<file path="config.mk">
export PLATFORM = sky130hd
export DESIGN_NAME = chan_cfg_seq
export DESIGN_NICKNAME = d
export VERILOG_FILES = /design/src/rtl/chan_cfg_seq_pkg.sv /design/src/rtl/pow2_log2_enc.sv /design/src/rtl/chan_cfg_seq.sv
export SDC_FILE = /design/constraint.sdc
export NUM_CORES = 1
export LEC_CHECK = 0
export CORE_MARGIN = 10
export CORE_UTILIZATION = 50
export DETAILED_ROUTE_END_ITERATION = 10
export PLACE_DENSITY = 0.8
export SYNTH_ARGS = -nofsm -noshare
export SYNTH_HDL_FRONTEND = slang
export SYNTH_HIERARCHICAL = 1
export SYNTH_SLANG_ARGS = --single-unit
</file>
<file path="constraint.sdc">
create_clock -name clk -period 3.6 [get_ports clk]
set_clock_uncertainty 0.15 [all_clocks]
set_input_delay 0.72 -clock clk [delete_from_list [all_inputs] [get_ports clk]]
set_output_delay 0.72 -clock clk [all_outputs]
set_load 0.01 [all_outputs]
</file>
<file path="src/rtl/chan_cfg_seq_pkg.sv">
// rtl/chan_cfg_seq_pkg.sv - shared types and constants for the channelizer config sequencer
package chan_cfg_seq_pkg;

    // Default legal log2 FFT size range.
    localparam int DEF_MIN_LOG_FFT = 3;
    localparam int DEF_MAX_LOG_FFT = 11;

    // Cycles the FFT core is given out of reset before its config is sent.
    localparam int FFT_WAIT_CYCLES = 2;

    // Width of the log2 size code (covers log2 values up to 31).
    localparam int NFFT_WIDTH = 5;

    typedef enum logic [1:0] {
        S_RESET    = 2'd0,
        S_FFT_WAIT = 2'd1,
        S_CONFIG   = 2'd2,
        S_RUN      = 2'd3
    } cfg_state_e;

endpackage

</file>
<file path="src/rtl/pow2_log2_enc.sv">
// rtl/pow2_log2_enc.sv - power-of-two legality check and log2 encoder for the FFT size
//
// Ports:
//   size  - requested FFT size (bins)
//   legal - size is a power of two with log2 in [MIN_LOG_FFT, MAX_LOG_FFT]
//   log2  - log2(size); only meaningful when size is a power of two
module pow2_log2_enc
    import chan_cfg_seq_pkg::*;
#(
    parameter int FFT_SIZE_WIDTH = 12,
    parameter int MIN_LOG_FFT    = DEF_MIN_LOG_FFT,
    parameter int MAX_LOG_FFT    = DEF_MAX_LOG_FFT
) (
    input  logic [FFT_SIZE_WIDTH-1:0] size,
    output logic                      legal,
    output logic [NFFT_WIDTH-1:0]     log2
);

    // At most one position can match exactly, so the loop acts as a
    // one-hot detector and encoder at the same time.
    always_comb begin
        legal = 1'b0;
        log2  = '0;
        for (int i = 0; i < FFT_SIZE_WIDTH; i++) begin
            if (size == (FFT_SIZE_WIDTH'(1) << i)) begin
                log2  = NFFT_WIDTH'(i);
                legal = (i >= MIN_LOG_FFT) && (i <= MAX_LOG_FFT);
            end
        end
    end

endmodule

</file>
<file path="src/rtl/chan_cfg_seq.sv">
// rtl/chan_cfg_seq.sv - configuration latch and reset/FFT-config sequencer for the channelizer
//
// Ports:
//   clk, aresetn                      - clock, asynchronous active-low reset
//   fft_size, payload_length, avg_len - requested runtime configuration
//   cfg_req                           - pulse forcing a full reconfiguration
//   fft_size_s, nfft, payload_length_m1, avg_len_s - latched configuration
//   core_reset                        - active-high datapath reset
//   fft_aresetn                       - FFT core reset, active-low
//   m_axis_config_*                   - FFT config stream (tdata = nfft)
//   cfg_done, cfg_err                 - running / sticky illegal-request status
module chan_cfg_seq
    import chan_cfg_seq_pkg::*;
#(
    parameter int MIN_LOG_FFT    = DEF_MIN_LOG_FFT,
    parameter int MAX_LOG_FFT    = DEF_MAX_LOG_FFT,
    parameter int FFT_SIZE_WIDTH = 12,
    parameter int PAYLOAD_WIDTH  = 16,
    parameter int AVG_WIDTH      = 9,
    parameter int CFG_WIDTH      = 16,
    parameter int RESET_HOLD     = 8
) (
    input  logic                      clk,
    input  logic                      aresetn,
    input  logic [FFT_SIZE_WIDTH-1:0] fft_size,
    input  logic [PAYLOAD_WIDTH-1:0]  payload_length,
    input  logic [AVG_WIDTH-1:0]      avg_len,
    input  logic                      cfg_req,
    output logic [FFT_SIZE_WIDTH-1:0] fft_size_s,
    output logic [NFFT_WIDTH-1:0]     nfft,
    output logic [PAYLOAD_WIDTH-1:0]  payload_length_m1,
    output logic [AVG_WIDTH-1:0]      avg_len_s,
    output logic                      core_reset,
    output logic                      fft_aresetn,
    output logic                      m_axis_config_tvalid,
    input  logic                      m_axis_config_tready,
    output logic [CFG_WIDTH-1:0]      m_axis_config_tdata,
    output logic                      cfg_done,
    output logic                      cfg_err
);

    localparam int                        CNT_W      = $clog2(RESET_HOLD);
    localparam logic [CNT_W-1:0]          HOLD_LOAD  = CNT_W'(RESET_HOLD - 1);
    localparam logic [CNT_W-1:0]          WAIT_LOAD  = CNT_W'(FFT_WAIT_CYCLES - 1);
    localparam logic [FFT_SIZE_WIDTH-1:0] RESET_SIZE = FFT_SIZE_WIDTH'(1) << MIN_LOG_FFT;

    // Input capture. These flops deliberately have no reset so they keep
    // sampling while aresetn is low; the values present at release are then
    // compared against the reset defaults on the very first edge.
    logic [FFT_SIZE_WIDTH-1:0] fft_size_in_q;
    logic [PAYLOAD_WIDTH-1:0]  payload_in_q;
    logic [AVG_WIDTH-1:0]      avg_in_q;
    logic                      cfg_req_in_q;

    always_ff @(posedge clk) begin
        fft_size_in_q <= fft_size;
        payload_in_q  <= payload_length;
        avg_in_q      <= avg_len;
        cfg_req_in_q  <= cfg_req;
    end

    logic                  size_legal;
    logic [NFFT_WIDTH-1:0] size_log2;

    pow2_log2_enc #(
        .FFT_SIZE_WIDTH (FFT_SIZE_WIDTH),
        .MIN_LOG_FFT    (MIN_LOG_FFT),
        .MAX_LOG_FFT    (MAX_LOG_FFT)
    ) u_size_enc (
        .size  (fft_size_in_q),
        .legal (size_legal),
        .log2  (size_log2)
    );

    cfg_state_e                state_q, state_d;
    logic [CNT_W-1:0]          cnt_q, cnt_d;
    logic                      pend_q, pend_d;
    logic [FFT_SIZE_WIDTH-1:0] fft_size_s_q, fft_size_s_d;
    logic [NFFT_WIDTH-1:0]     nfft_q, nfft_d;
    logic [PAYLOAD_WIDTH-1:0]  payload_s_q, payload_s_d;
    logic [PAYLOAD_WIDTH-1:0]  payload_m1_q, payload_m1_d;
    logic [AVG_WIDTH-1:0]      avg_s_q, avg_s_d;
    logic                      core_reset_q, core_reset_d;
    logic                      fft_aresetn_q, fft_aresetn_d;
    logic                      tvalid_q, tvalid_d;
    logic [CFG_WIDTH-1:0]      tdata_q, tdata_d;
    logic                      cfg_done_q, cfg_done_d;
    logic                      cfg_err_q, cfg_err_d;

    // Change classification. A cfg_req with illegal pending values still
    // restarts the sequence, but on the previously latched configuration.
    logic values_diff, legal_req, latch_en, reconf, illegal_req, handshake;

    assign values_diff = (fft_size_in_q != fft_size_s_q) ||
                         (payload_in_q  != payload_s_q)  ||
                         (avg_in_q      != avg_s_q);
    assign legal_req   = size_legal && (payload_in_q != '0);
    assign latch_en    = (values_diff || cfg_req_in_q) && legal_req;
    assign reconf      = latch_en || cfg_req_in_q;
    assign illegal_req = values_diff && !legal_req;
    assign handshake   = tvalid_q && m_axis_config_tready;

    // State register
    always_ff @(posedge clk or negedge aresetn) begin
        if (!aresetn) begin
            state_q <= S_RESET;
            cnt_q   <= HOLD_LOAD;
            pend_q  <= 1'b0;
        end else begin
            state_q <= state_d;
            cnt_q   <= cnt_d;
            pend_q  <= pend_d;
        end
    end

    // Next-state logic. In S_CONFIG a reconfiguration is only remembered;
    // the offered config beat must complete before the reset restarts.
    always_comb begin
        state_d = state_q;
        cnt_d   = cnt_q;
        pend_d  = pend_q;
        case (state_q)
            S_RESET: begin
                if (reconf) begin
                    cnt_d = HOLD_LOAD;
                end else if (cnt_q == '0) begin
                    state_d = S_FFT_WAIT;
                    cnt_d   = WAIT_LOAD;
                end else begin
                    cnt_d = cnt_q - 1'b1;
                end
            end
            S_FFT_WAIT: begin
                if (reconf) begin
                    state_d = S_RESET;
                    cnt_d   = HOLD_LOAD;
                end else if (cnt_q == '0) begin
                    state_d = S_CONFIG;
                end else begin
                    cnt_d = cnt_q - 1'b1;
                end
            end
            S_CONFIG: begin
                if (handshake) begin
                    pend_d = 1'b0;
                    if (pend_q || reconf) begin
                        state_d = S_RESET;
                        cnt_d   = HOLD_LOAD;
                    end else begin
                        state_d = S_RUN;
                    end
                end else if (reconf) begin
                    pend_d = 1'b1;
                end
            end
            S_RUN: begin
                if (reconf) begin
                    state_d = S_RESET;
                    cnt_d   = HOLD_LOAD;
                end
            end
            default: begin
                state_d = S_RESET;
                cnt_d   = HOLD_LOAD;
            end
        endcase
    end

    // Output logic, decoded from the next state so every output is a flop.
    // tdata is captured only on entry to S_CONFIG so a latch of new values
    // during a stalled beat cannot disturb it.
    always_comb begin
        core_reset_d  = (state_d != S_RUN);
        fft_aresetn_d = (state_d != S_RESET);
        tvalid_d      = (state_d == S_CONFIG);
        cfg_done_d    = (state_d == S_RUN);
        tdata_d       = tdata_q;
        if ((state_d == S_CONFIG) && (state_q != S_CONFIG)) begin
            tdata_d = CFG_WIDTH'(nfft_q);
        end

        fft_size_s_d = fft_size_s_q;
        nfft_d       = nfft_q;
        payload_s_d  = payload_s_q;
        avg_s_d      = avg_s_q;
        if (latch_en) begin
            fft_size_s_d = fft_size_in_q;
            nfft_d       = size_log2;
            payload_s_d  = payload_in_q;
            avg_s_d      = avg_in_q;
        end
        payload_m1_d = payload_s_q - 1'b1;

        if (illegal_req) begin
            cfg_err_d = 1'b1;
        end else if (reconf) begin
            cfg_err_d = 1'b0;
        end else begin
            cfg_err_d = cfg_err_q;
        end
    end

    // Latched payload resets to 1 so payload_length_m1 resets to 0 consistently.
    always_ff @(posedge clk or negedge aresetn) begin
        if (!aresetn) begin
            core_reset_q  <= 1'b1;
            fft_aresetn_q <= 1'b0;
            tvalid_q      <= 1'b0;
            tdata_q       <= CFG_WIDTH'(MIN_LOG_FFT);
            cfg_done_q    <= 1'b0;
            cfg_err_q     <= 1'b0;
            fft_size_s_q  <= RESET_SIZE;
            nfft_q        <= NFFT_WIDTH'(MIN_LOG_FFT);
            payload_s_q   <= PAYLOAD_WIDTH'(1);
            payload_m1_q  <= '0;
            avg_s_q       <= '0;
        end else begin
            core_reset_q  <= core_reset_d;
            fft_aresetn_q <= fft_aresetn_d;
            tvalid_q      <= tvalid_d;
            tdata_q       <= tdata_d;
            cfg_done_q    <= cfg_done_d;
            cfg_err_q     <= cfg_err_d;
            fft_size_s_q  <= fft_size_s_d;
            nfft_q        <= nfft_d;
            payload_s_q   <= payload_s_d;
            payload_m1_q  <= payload_m1_d;
            avg_s_q       <= avg_s_d;
        end
    end

    assign fft_size_s           = fft_size_s_q;
    assign nfft                 = nfft_q;
    assign payload_length_m1    = payload_m1_q;
    assign avg_len_s            = avg_s_q;
    assign core_reset           = core_reset_q;
    assign fft_aresetn          = fft_aresetn_q;
    assign m_axis_config_tvalid = tvalid_q;
    assign m_axis_config_tdata  = tdata_q;
    assign cfg_done             = cfg_done_q;
    assign cfg_err              = cfg_err_q;

endmodule
</file>
==> key figures <==
Final layout
  – Commonest cells after routing, fill and taps aside: clkdlybuf4s50_1 (91), dfrtp_1 (64), xor2_1 (47), mux2_2 (43), dfxtp_1 (38)
  – Area growth syn-to-layout: 25.5%
  – Fin nets: roughly 500
  – Diode count: 0
  – Design area: just under 6000 um2
  – Core Util, Final: around 65%
  – Non-filler instance count after layout: about 570
  – Share of layout cells above drive strength 1: 18.1%
  – Filler cell count: 662
  – Commonest non-fill, non-tap cell in the layout: clkdlybuf4s50_1

Worst setup path
  – Critical path's top delay family: compound AO/OA/AOI/OAI gates
  – Slack of the worst reg-to-reg path: 610 ps
  – R2R depth: 9
  – Crit path capture: cnt_q[0]
  – Max incr delay on CP: between 500 and 600 ps
  – Critical Path Fanout Max: 11
  – WS Path Type: reg2reg
  – Worst EP required: 3750 ps
  – Crit path launch type: register
  – Worst R2R Start: fft_size_in_q[11]
  – Slowest-stage cell, CP: o31a_1
  – CP Buf/Inv Count: 1
  – Worst path depth: 9
  – CP Capture Type: register
  – FF-to-FF End: cnt_q[0]
  – CP startpoint: fft_size_in_q[11]
  – CP arrival: ~3100 ps
  – Cells along the critical path: nor2_1 > nand4_1 > o22ai_1 > a41o_1 > inv_1 > a41oi_1 > o31a_1 > o21a_1 > mux2i_1

Clocking
  – CTS tree: built
  – Post_cts resized: 0
  – Clk root buf: clkbuf_8
  – Clock Path Buffers: 2
  – Sink Count: 112
  – Worst-Skew Late Latency: 380 ps
  – CTS Hold Bufs: 0
  – CTS Buf Count: 9
  – Post-CTS Setup Inserts: 0
  – CTS clock-pin slew for the worst setup and hold paths: between 100 and 150 ps
  – CTS HTree Levels: 3

Logic synthesis
  – Post-synth ARST share: ~66%
  – Synthesized area per cell: about 13 um2
  – Post-synth EDFFs: 0
  – Synthesized flop and latch total: 112
  – Cell Area, Synth: 4600 um2
  – Cells after Synth: roughly 360
  – Post-synth cell types: 51
  – Synth Warn #: 6
  – Primary FF master, synth: dfrtp_1
  – Sequential area share after synthesis: a little under three fifths

Outcome
  – Run status: finished clean

Global routing
  – Gr ovfl total: 0
  – Vias in the first global route: roughly 3,200
  – Initial antenna violation count: 0
  – First-pass GRT wire length: roughly 17,000 um
  – Global Route Usage Sum: between 15 and 20%
  – Pin count of the biggest net entering global routing: 75

Min path
  – Hold Path Class: in2async

Floorplan
  – Die area: roughly 13,000 um2
  – Die X: ~120 um
  – Cell Rows: 34
  – Die height: 116 um
  – Initial core utilization: about 52%
  – IO Pins: between 100 and 150
  – Core Area: slightly below 9000 um2

Routing
  – Antenna-violating nets left: 0
  – DR iter-0 viols: roughly 220
  – Vias post-DR: roughly 3,000
  – Routed length per instance: 18.0 um
  – # DRC: 0
  – Vias per cell: about 5.2
  – Wirelength, routed: ~10,000 um
  – Drt pass-1 iters: 4

Timing
  – Final Critical Period: about 3000 ps
  – Setup TNS: 0 ps
  – Tcrit/Tclk final: just over 80%
  – Slew Viols, Final: 0
  – Tightest Pin Transition: 921 ps
  – Final Hold Viols: 0
  – Fmax: about 330 MHz
  – Rel. slew slack: ~39%
  – Setup Viol. Count Final: 0
  – RSZ-0062 raised after global routing: false

Power and ir drop
  – LEAKAGE: 2.60 nW
  – P per Cell Area: between 400 and 500 nW/um2
  – Maximum vdd drop: 244 uV
  – PnR Total Power: approximately 2.9 mW

Placed design
  – Number of port buffers: 92
  – # placed instances: approximately 560
  – GPL Wtd Cong: between 0.8 and 0.9
  – Dpl hpwl: 7750 um
  – Area after DPL: around 5600 um2

Run
  – MaxCap Viol Count: 0
==> how the worst min path moves through the flow <==
stage | start | end | slack, ps | cells past startpoint
5_1_grt | aresetn | avg_len_s[7] | 380 | 1
3_5_place_dp | avg_in_q[2] | avg_len_s[2] | 340 | 1
4_1_cts | aresetn | avg_len_s[7] | 350 | 1
2_1_floorplan | aresetn | avg_len_s[0] | 270 | 0
6_report | aresetn | avg_len_s[3] | 320 | 1
3_3_place_gp | avg_in_q[8] | avg_len_s[8] | 320 | 1
==> stage by stage <==
| stage | setup slack (ps) | hold slack [ps] |
|---|---|---|
| final | 611 | 325 |
| after detailed placement | 747 | 336 |
| after global placement | 798 | 318 |
| after global routing | 364 | 380 |
| after CTS | 667 | 349 |
| after floorplan | 1080 | 274 |
==> cell type report <==
| class | count | area (um2) | share of cell area (%) |
|---|---|---|---|
| Inverter | 10 | 37.5 | 0.649 |
| Tap cell | 108 | 135 | 2.34 |
| Clock buffer | 9 | 124 | 2.14 |
| Timing Repair Buffer | 94 | 933 | 16.2 |
| Clock inverter | 7 | 73.8 | 1.28 |
| Sequential cell | 112 | 2630 | 45.4 |
| Multi-Input combinational cell | 231 | 1850 | 32.0 |
==> worst reg2reg max path: stages (launching register included) <==
cell,delay (ps)
dfxtp_1,410
nor2_1,370
nand4_1,200
o22ai_1,250
a41o_1,120
inv_1,50
a41oi_1,330
o31a_1,520
o21a_1,310
mux2i_1,210
==> flip-flops by register name (all words and copies together), names as in the netlist <==
signal,flops
cfg_err,1
nfft,5
payload_length_m1,16
m_axis_config_tvalid,1
payload_in_q,16
state_q,2
fft_aresetn,1
fft_size_in_q,12
pend_q,1
fft_size_s,12
cfg_req_in_q,1
cfg_done,1
m_axis_config_tdata,5
avg_in_q,9
core_reset,1
cnt_q,3
payload_s_q,16
avg_len_s,9
==> Yosys cell counts, types with 2 or more instances <==
library cell,number,area [um2]
o21ai_0,10,50.1
mux2_2,43,484
o21bai_1,2,15.0
dfstp_2,10,263
mux2_1,4,45.0
nor4_1,16,100
nand2_1,11,41.3
dfxtp_1,38,761
buf_4,16,120
xor2_1,47,412
conb_1,2,7.51
a21oi_1,2,10.0
nor3_1,9,45.0
nor4_4,2,42.5
ha_1,3,37.5
o2bb2ai_1,2,17.5
mux2i_1,2,20.0
or4_4,3,33.8
nor2b_1,5,31.3
nand2b_1,4,25.0
o21ai_1,6,30.0
clkbuf_1,4,15.0
nand3b_1,3,22.5
nand4_1,3,18.8
dfrtp_1,64,1600
inv_1,10,37.5
nor2_1,13,48.8
xnor2_1,7,61.3
==> routing by layer <==
| metal | vias to the layer above | wire length (um) | GRT usage, % | share of wire [%] |
|---|---|---|---|---|
| met5 | - | 0 | 0 | 0 |
| met4 | 0 | 106 | 5.00 | 1.0 |
| met3 | 10 | 701 | 4.50 | 6.8 |
| met2 | 97 | 5070 | 26.0 | 49 |
| met1 | 1446 | 4380 | 19.5 | 43 |
| li1 | 1426 | - | - | - |
==> logic make-up after synthesis <==
group	Yosys count	share of synthesized area [%]
muxes	49	11.9
other	2	0.163
and+or+nand+nor	80	10.8
xor gates and xnor gates	55	10.6
buffers and inverters	31	3.86
DFF	112	57.0
adders and majority gates	3	0.815
AOI/OAI and AO/OA	32	4.76
==> where the power goes <==
| group | internal [mW] | total, mW | switching, mW |
|---|---|---|---|
| registers | 1.41 | 1.52 | 0.115 |
| clock network | 0.274 | 0.727 | 0.453 |
| logic | 0.355 | 0.624 | 0.270 |
| total | 2.04 | 2.87 | 0.837 |
Power figures use the tool's default switching activity.
